[config.mk]
export PLATFORM = sky130hd
export DESIGN_NAME = vga_scorebar_gen
export DESIGN_NICKNAME = d
export VERILOG_FILES = /design/src/rtl/vga_scorebar_gen.sv
export SDC_FILE = /design/constraint.sdc
export NUM_CORES = 1
export LEC_CHECK = 0
export ABC_CLOCK_PERIOD_IN_PS = 3100
export CORE_UTILIZATION = 41
export CTS_CLUSTER_SIZE = 10
export DETAILED_ROUTE_END_ITERATION = 6
export PLACE_DENSITY = 0.63
export SETUP_SLACK_MARGIN = 0.3
export SKIP_CTS_REPAIR_TIMING = 1
export SLEW_MARGIN = 0
export SYNTH_ARGS = -nofsm -noshare
export SYNTH_HDL_FRONTEND = slang
export SYNTH_SLANG_ARGS = --single-unit
[constraint.sdc]
create_clock -name clk -period 3.1 [get_ports clk]
set_clock_uncertainty 0.2 [all_clocks]
set_input_delay 0.465 -clock clk [delete_from_list [all_inputs] [get_ports clk]]
set_output_delay 0.465 -clock clk [all_outputs]
set_load 0.02 [all_outputs]
[src/rtl/vga_scorebar_gen.sv]
// rtl/vga_scorebar_gen.sv - score-bar pixel renderer with inc/dec/clr, level readback and paced drawing
// Streams one registered pixel per cycle, column-major, to grow, shrink or blank the bar.
module vga_scorebar_gen #(
  parameter int         COORD_W  = 9,
  parameter int         X0       = 10,
  parameter int         Y0       = 44,
  parameter int         SEG_W    = 10,
  parameter int         SEG_H    = 5,
  parameter int         MAX_SEGS = 29,
  parameter logic [5:0] FG       = 6'b001001,
  parameter logic [5:0] BG       = 6'b111111,
  parameter int         PACE     = 20000,
  localparam int        LW       = $clog2(MAX_SEGS + 1)
) (
  input  logic               clk,
  input  logic               resetn,
  input  logic               inc,
  input  logic               dec,
  input  logic               clr,
  output logic               ready,
  output logic               done,
  output logic [LW-1:0]      level,
  output logic               full,
  output logic               empty,
  output logic [COORD_W-1:0] x,
  output logic [COORD_W-1:0] y,
  output logic [5:0]         colour,
  output logic               writeEn
);

  localparam int NCOLS_ALL = MAX_SEGS * SEG_W;
  localparam int COL_W     = (NCOLS_ALL > 1) ? $clog2(NCOLS_ALL) : 1;
  localparam int ROW_W     = (SEG_H > 1) ? $clog2(SEG_H) : 1;
  localparam int PACE_W    = (PACE > 1) ? $clog2(PACE) : 1;

  typedef enum logic [1:0] {S_IDLE, S_DRAW, S_PACE, S_DONE} state_t;
  typedef enum logic [1:0] {OP_INC, OP_DEC, OP_CLR} op_t;

  state_t               state_q, state_d;
  op_t                  op_q, op_d;
  logic [LW-1:0]        level_q, level_d;
  logic [COL_W-1:0]     col_q, col_d;
  logic [ROW_W-1:0]     row_q, row_d;
  logic [PACE_W-1:0]    pace_q, pace_d;
  logic [COORD_W-1:0]   x_q, x_d;
  logic [COORD_W-1:0]   y_q, y_d;
  logic [5:0]           colour_q, colour_d;
  logic                 we_q, we_d;

  logic                 start;
  logic                 next_col;
  logic [COL_W-1:0]     col_last;

  always_comb begin
    state_d  = state_q;
    op_d     = op_q;
    level_d  = level_q;
    col_d    = col_q;
    row_d    = row_q;
    pace_d   = pace_q;
    x_d      = x_q;
    y_d      = y_q;
    colour_d = colour_q;
    we_d     = 1'b0;
    start    = 1'b0;
    next_col = 1'b0;
    col_last = (op_q == OP_CLR) ? COL_W'(NCOLS_ALL - 1) : COL_W'(SEG_W - 1);

    case (state_q)
      S_IDLE: begin
        // Saturated inc/dec skip drawing and go straight to the done pulse.
        if (clr) begin
          start    = 1'b1;
          op_d     = OP_CLR;
          x_d      = COORD_W'(X0);
          colour_d = BG;
        end else if (dec) begin
          if (level_q == '0) begin
            state_d = S_DONE;
          end else begin
            start    = 1'b1;
            op_d     = OP_DEC;
            x_d      = COORD_W'(X0 + (int'(level_q) - 1) * SEG_W);
            colour_d = BG;
          end
        end else if (inc) begin
          if (level_q == LW'(MAX_SEGS)) begin
            state_d = S_DONE;
          end else begin
            start    = 1'b1;
            op_d     = OP_INC;
            x_d      = COORD_W'(X0 + int'(level_q) * SEG_W);
            colour_d = FG;
          end
        end
      end
      S_DRAW: begin
        if (row_q != ROW_W'(SEG_H - 1)) begin
          row_d = row_q + 1'b1;
          y_d   = y_q + 1'b1;
          we_d  = 1'b1;
        end else if (col_q == col_last) begin
          state_d = S_DONE;
          case (op_q)
            OP_INC:  level_d = level_q + 1'b1;
            OP_DEC:  level_d = level_q - 1'b1;
            default: level_d = '0;
          endcase
        end else if (PACE > 0 && op_q != OP_CLR) begin
          state_d = S_PACE;
          pace_d  = PACE_W'((PACE > 0) ? PACE - 1 : 0);
        end else begin
          next_col = 1'b1;
        end
      end
      S_PACE: begin
        if (pace_q == '0) next_col = 1'b1;
        else              pace_d   = pace_q - 1'b1;
      end
      S_DONE:  state_d = S_IDLE;
      default: state_d = S_IDLE;
    endcase

    if (start) begin
      state_d = S_DRAW;
      y_d     = COORD_W'(Y0);
      col_d   = '0;
      row_d   = '0;
      we_d    = 1'b1;
    end
    if (next_col) begin
      state_d = S_DRAW;
      col_d   = col_q + 1'b1;
      row_d   = '0;
      x_d     = x_q + 1'b1;
      y_d     = COORD_W'(Y0);
      we_d    = 1'b1;
    end
  end

  always_ff @(posedge clk or negedge resetn) begin
    if (!resetn) begin
      state_q  <= S_IDLE;
      op_q     <= OP_INC;
      level_q  <= '0;
      col_q    <= '0;
      row_q    <= '0;
      pace_q   <= '0;
      x_q      <= COORD_W'(X0);
      y_q      <= COORD_W'(Y0);
      colour_q <= BG;
      we_q     <= 1'b0;
    end else begin
      state_q  <= state_d;
      op_q     <= op_d;
      level_q  <= level_d;
      col_q    <= col_d;
      row_q    <= row_d;
      pace_q   <= pace_d;
      x_q      <= x_d;
      y_q      <= y_d;
      colour_q <= colour_d;
      we_q     <= we_d;
    end
  end

  assign ready   = (state_q == S_IDLE);
  assign done    = (state_q == S_DONE);
  assign level   = level_q;
  assign full    = (level_q == LW'(MAX_SEGS));
  assign empty   = (level_q == '0);
  assign x       = x_q;
  assign y       = y_q;
  assign colour  = colour_q;
  assign writeEn = we_q;

endmodule

==> results.md <==
- Status: finished, violations left
- #FFs+latches synth: 56
- Antenna violations before repair: 0
- Die ar.: 0.01021 mm2
- Failing checks: setup timing
- Maxcap violations: 0
- Crit path max-delay cell type: fa_2
- Vias per std cell: 5.268
- Synthesized area per cell: 8.844 um2
- DP Area: 0.004700 mm2
- Pre-antenna DRT Iters: 4
- CP endpoint kind: flop
- Root Driver: clkbuf_8
- Worst Path Required: 3110 ps
- # rows: 35
- Num ports: 39
- Final cell count without fillers: 639
- Static leakage: 2.177 nW
- Syn. warnings: 0
- Design area: 0.004962 mm2
- Initial drt markers: 108
- Max Clk Rate: 322.5 MHz
- CTS tree: yes
- Fraction of layout cells with a size suffix above 1: 18.43%
- Final Total Pwr: 1.176 mW
- Overflow after GRT: 0
- Mapped Area: 0.004024 mm2
- Seq/Total Area, Yosys: 35.01%
- Met3 Resource Use GR: 2.635%
- Hold WS: 330.8 ps
- Vias in the first global route: 3218
- Pwr per Cell Area: 237.0 mW/mm2
- Largest cells by area after synthesis: dfrtp_1 31%, ha_1 10%, xor2_1 4.8%, nand2_1 4.1%, dfstp_2 3.9%
- Total CTS buffers: 5
- Gr usage total: 18.91%
- Ys async rst share: 100.0%
- Commonest non-fill, non-tap cell in the layout: dfrtp_1
- Hpwl dp: 6.852 mm
- First-pass GRT wire length: 15.50 mm
- Starting Density: 42.94%
- Synth Flop Type: dfrtp_1
- Peak supply drop: 0.2256 mV
- Commonest non-fill, non-tap cells in the layout: 45 x dfrtp_1, 43 x nand2_1, 35 x nor2_1, 35 x clkdlybuf4s50_1, 29 x buf_4
- Clock Sinks: 56
- CP max FO: 4
- HP Class: flop to flop
- Crit path DAT: 3110 ps
- Skew-Pair Late Insertion Delay: 310 ps
- Critical-path cell list: inv_4 > ha_4 > xor2_4 > ha_2 > ha_4 > inv_2 > fa_2 > nor2b_2 > buf_4 > o211a_1 > nor3_2 > nand3b_1 > o211ai_1 > a211oi_1
- Synth-to-Final Area Change: 23.32%
- Die height: 101.1 um
- # diodes: 0
- Worst setup margin: -1.138 ps
- Synth area leader: dfrtp_1
- CORE AREA: 0.009371 mm2
- DRC: 0
- Met1 Resource Use GR: 25.62%
- EDFF count, synth: 0
- Worst rel slew slack: 63.13%
- Max Root-Sink Buffers: 2
- Pins over their slew limit: 0
- Pin count of the biggest net entering global routing: 24
- Final nets: 550
- Setup Viol. Count Final: 1
- Final RePlAce weighted congestion: 0.8444
- Worst-margin pin slew: 553.0 ps
- Slowest stage delay, CP: 550 ps
- Final Cycle Share: 100.0%
- Distinct cells, synth: 61
- WL per Instance: 14.33 um
- Dpl ws: -64.39 ps
- ANT nets after route: 0
- # H-tree levels: 2
- PortBufs: 36
- Top cell type's share of synthesized area: 31.09%
- Clock slew at reported path FFs: 90 ps
- Final min period: 3101 ps
- Post-Syn Instances: 455
- Type of origin of the critical path: flop
- Most Used Layer, Global Route: met2
- GR Util met2: 32.39%
- Die width: 101.1 um
- Final Hold Fails: 0
- RSZ-0062 raised after global routing: yes
- Via count: 3366
- Crit path kind: flop to flop
- Crit path top cell by count: ha_4
- Inst Count DP: 624
- Final wirelength: 9.155 mm
-- worst max-delay path, delay by kind of cell (launching register included) --
kind                       cells  cell delay, ps
adders and majority gates      4            1100
DFF                            1             470
AOI/OAI and AO/OA              3             460
and+or+nand+nor                3             340
buffers and inverters          3             250
xor gates and xnor gates       1             190
-- stage by stage --
step / TNS [ps] / util (%)
after global routing: -209.2 / 52.95
after CTS: -138.4 / 51.11
after floorplan: -38.07 / -
after detailed placement: -107.6 / 50.15
after global placement: 0 / 50.15
final: -1.138 / 52.95
-- synth_stat cells, drive strengths merged (2+ instances only) --
cell type / n
o21a: 5
o31a: 4
inv: 24
dfrtp: 50
nand3b: 4
xnor2: 11
a22o: 3
a221oi: 2
clkbuf: 8
buf: 12
nand2: 44
a211oi: 2
nand3: 17
nand4: 4
nand2b: 6
nor2: 36
dfstp: 6
o31ai: 6
nor3b: 6
o221a: 4
o211ai: 2
a21o: 8
mux2: 2
and3: 16
xor2: 22
o211a: 2
a21oi: 28
a31oi: 4
nor2b: 4
fa: 3
o21ai: 35
nor3: 16
nor4: 4
or3: 5
ha: 33
and2: 2
-- routing by layer --
metal,part of all wire [%],up-vias
met2,48,41
met3,2.7,2
met4,0.46,0
met5,0,-
li1,-,1716
met1,49,1607
-- path summary, 6_finish.rpt --
path                             end      start  cells past startpoint  slack [ps]
setup / recovery                x[7]   level[0]                     14          -1
hold / removal             colour[4]  colour[4]                      2         330
setup reg to reg                x[7]   level[0]                     14          -1
hold reg to reg            colour[4]  colour[4]                      2         330
max in group asynchronous       x[3]     resetn                      3        1540
min in group asynchronous  pace_q[6]     resetn                      2         430
-- where the power goes --
part           switching, mW  internal [mW]  total (mW)  leakage, nW
registers                  0          0.730       0.730        0.643
clock network          0.247          0.161       0.408       0.0445
logic                 0.0271         0.0105      0.0376         1.49
-- layout make-up --
cell class                 instances  area, um2
clock buffer                       5      68.82
tap                              129      161.4
multi-input combinational        356       2620
timing repair buffer              66      583.1
fill                             906       4409
sequential                        56       1415
clock inverter                     3      21.27
inverter                          24      92.59
-- sequential cells by signal, indices dropped and copies added, names as in the netlist --
name,flops
pace_q,15
col_q,9
x,9
y,9
level,5
row_q,3
op_q,2
state_q,2
colour,1
writeEn,1
-- cells by family after synthesis --
group / count (synthesis) / share of synthesized area (%)
and+or+nand+nor: 170 / 21.67
AOI/OAI and AO/OA: 112 / 18.50
DFF: 56 / 35.01
buffers and inverters: 44 / 4.789
adders and majority gates: 36 / 11.75
xor gates and xnor gates: 33 / 7.183
muxes: 3 / 0.9951
other: 1 / 0.09319
No activity file was read; power rests on OpenSTA's default activity.
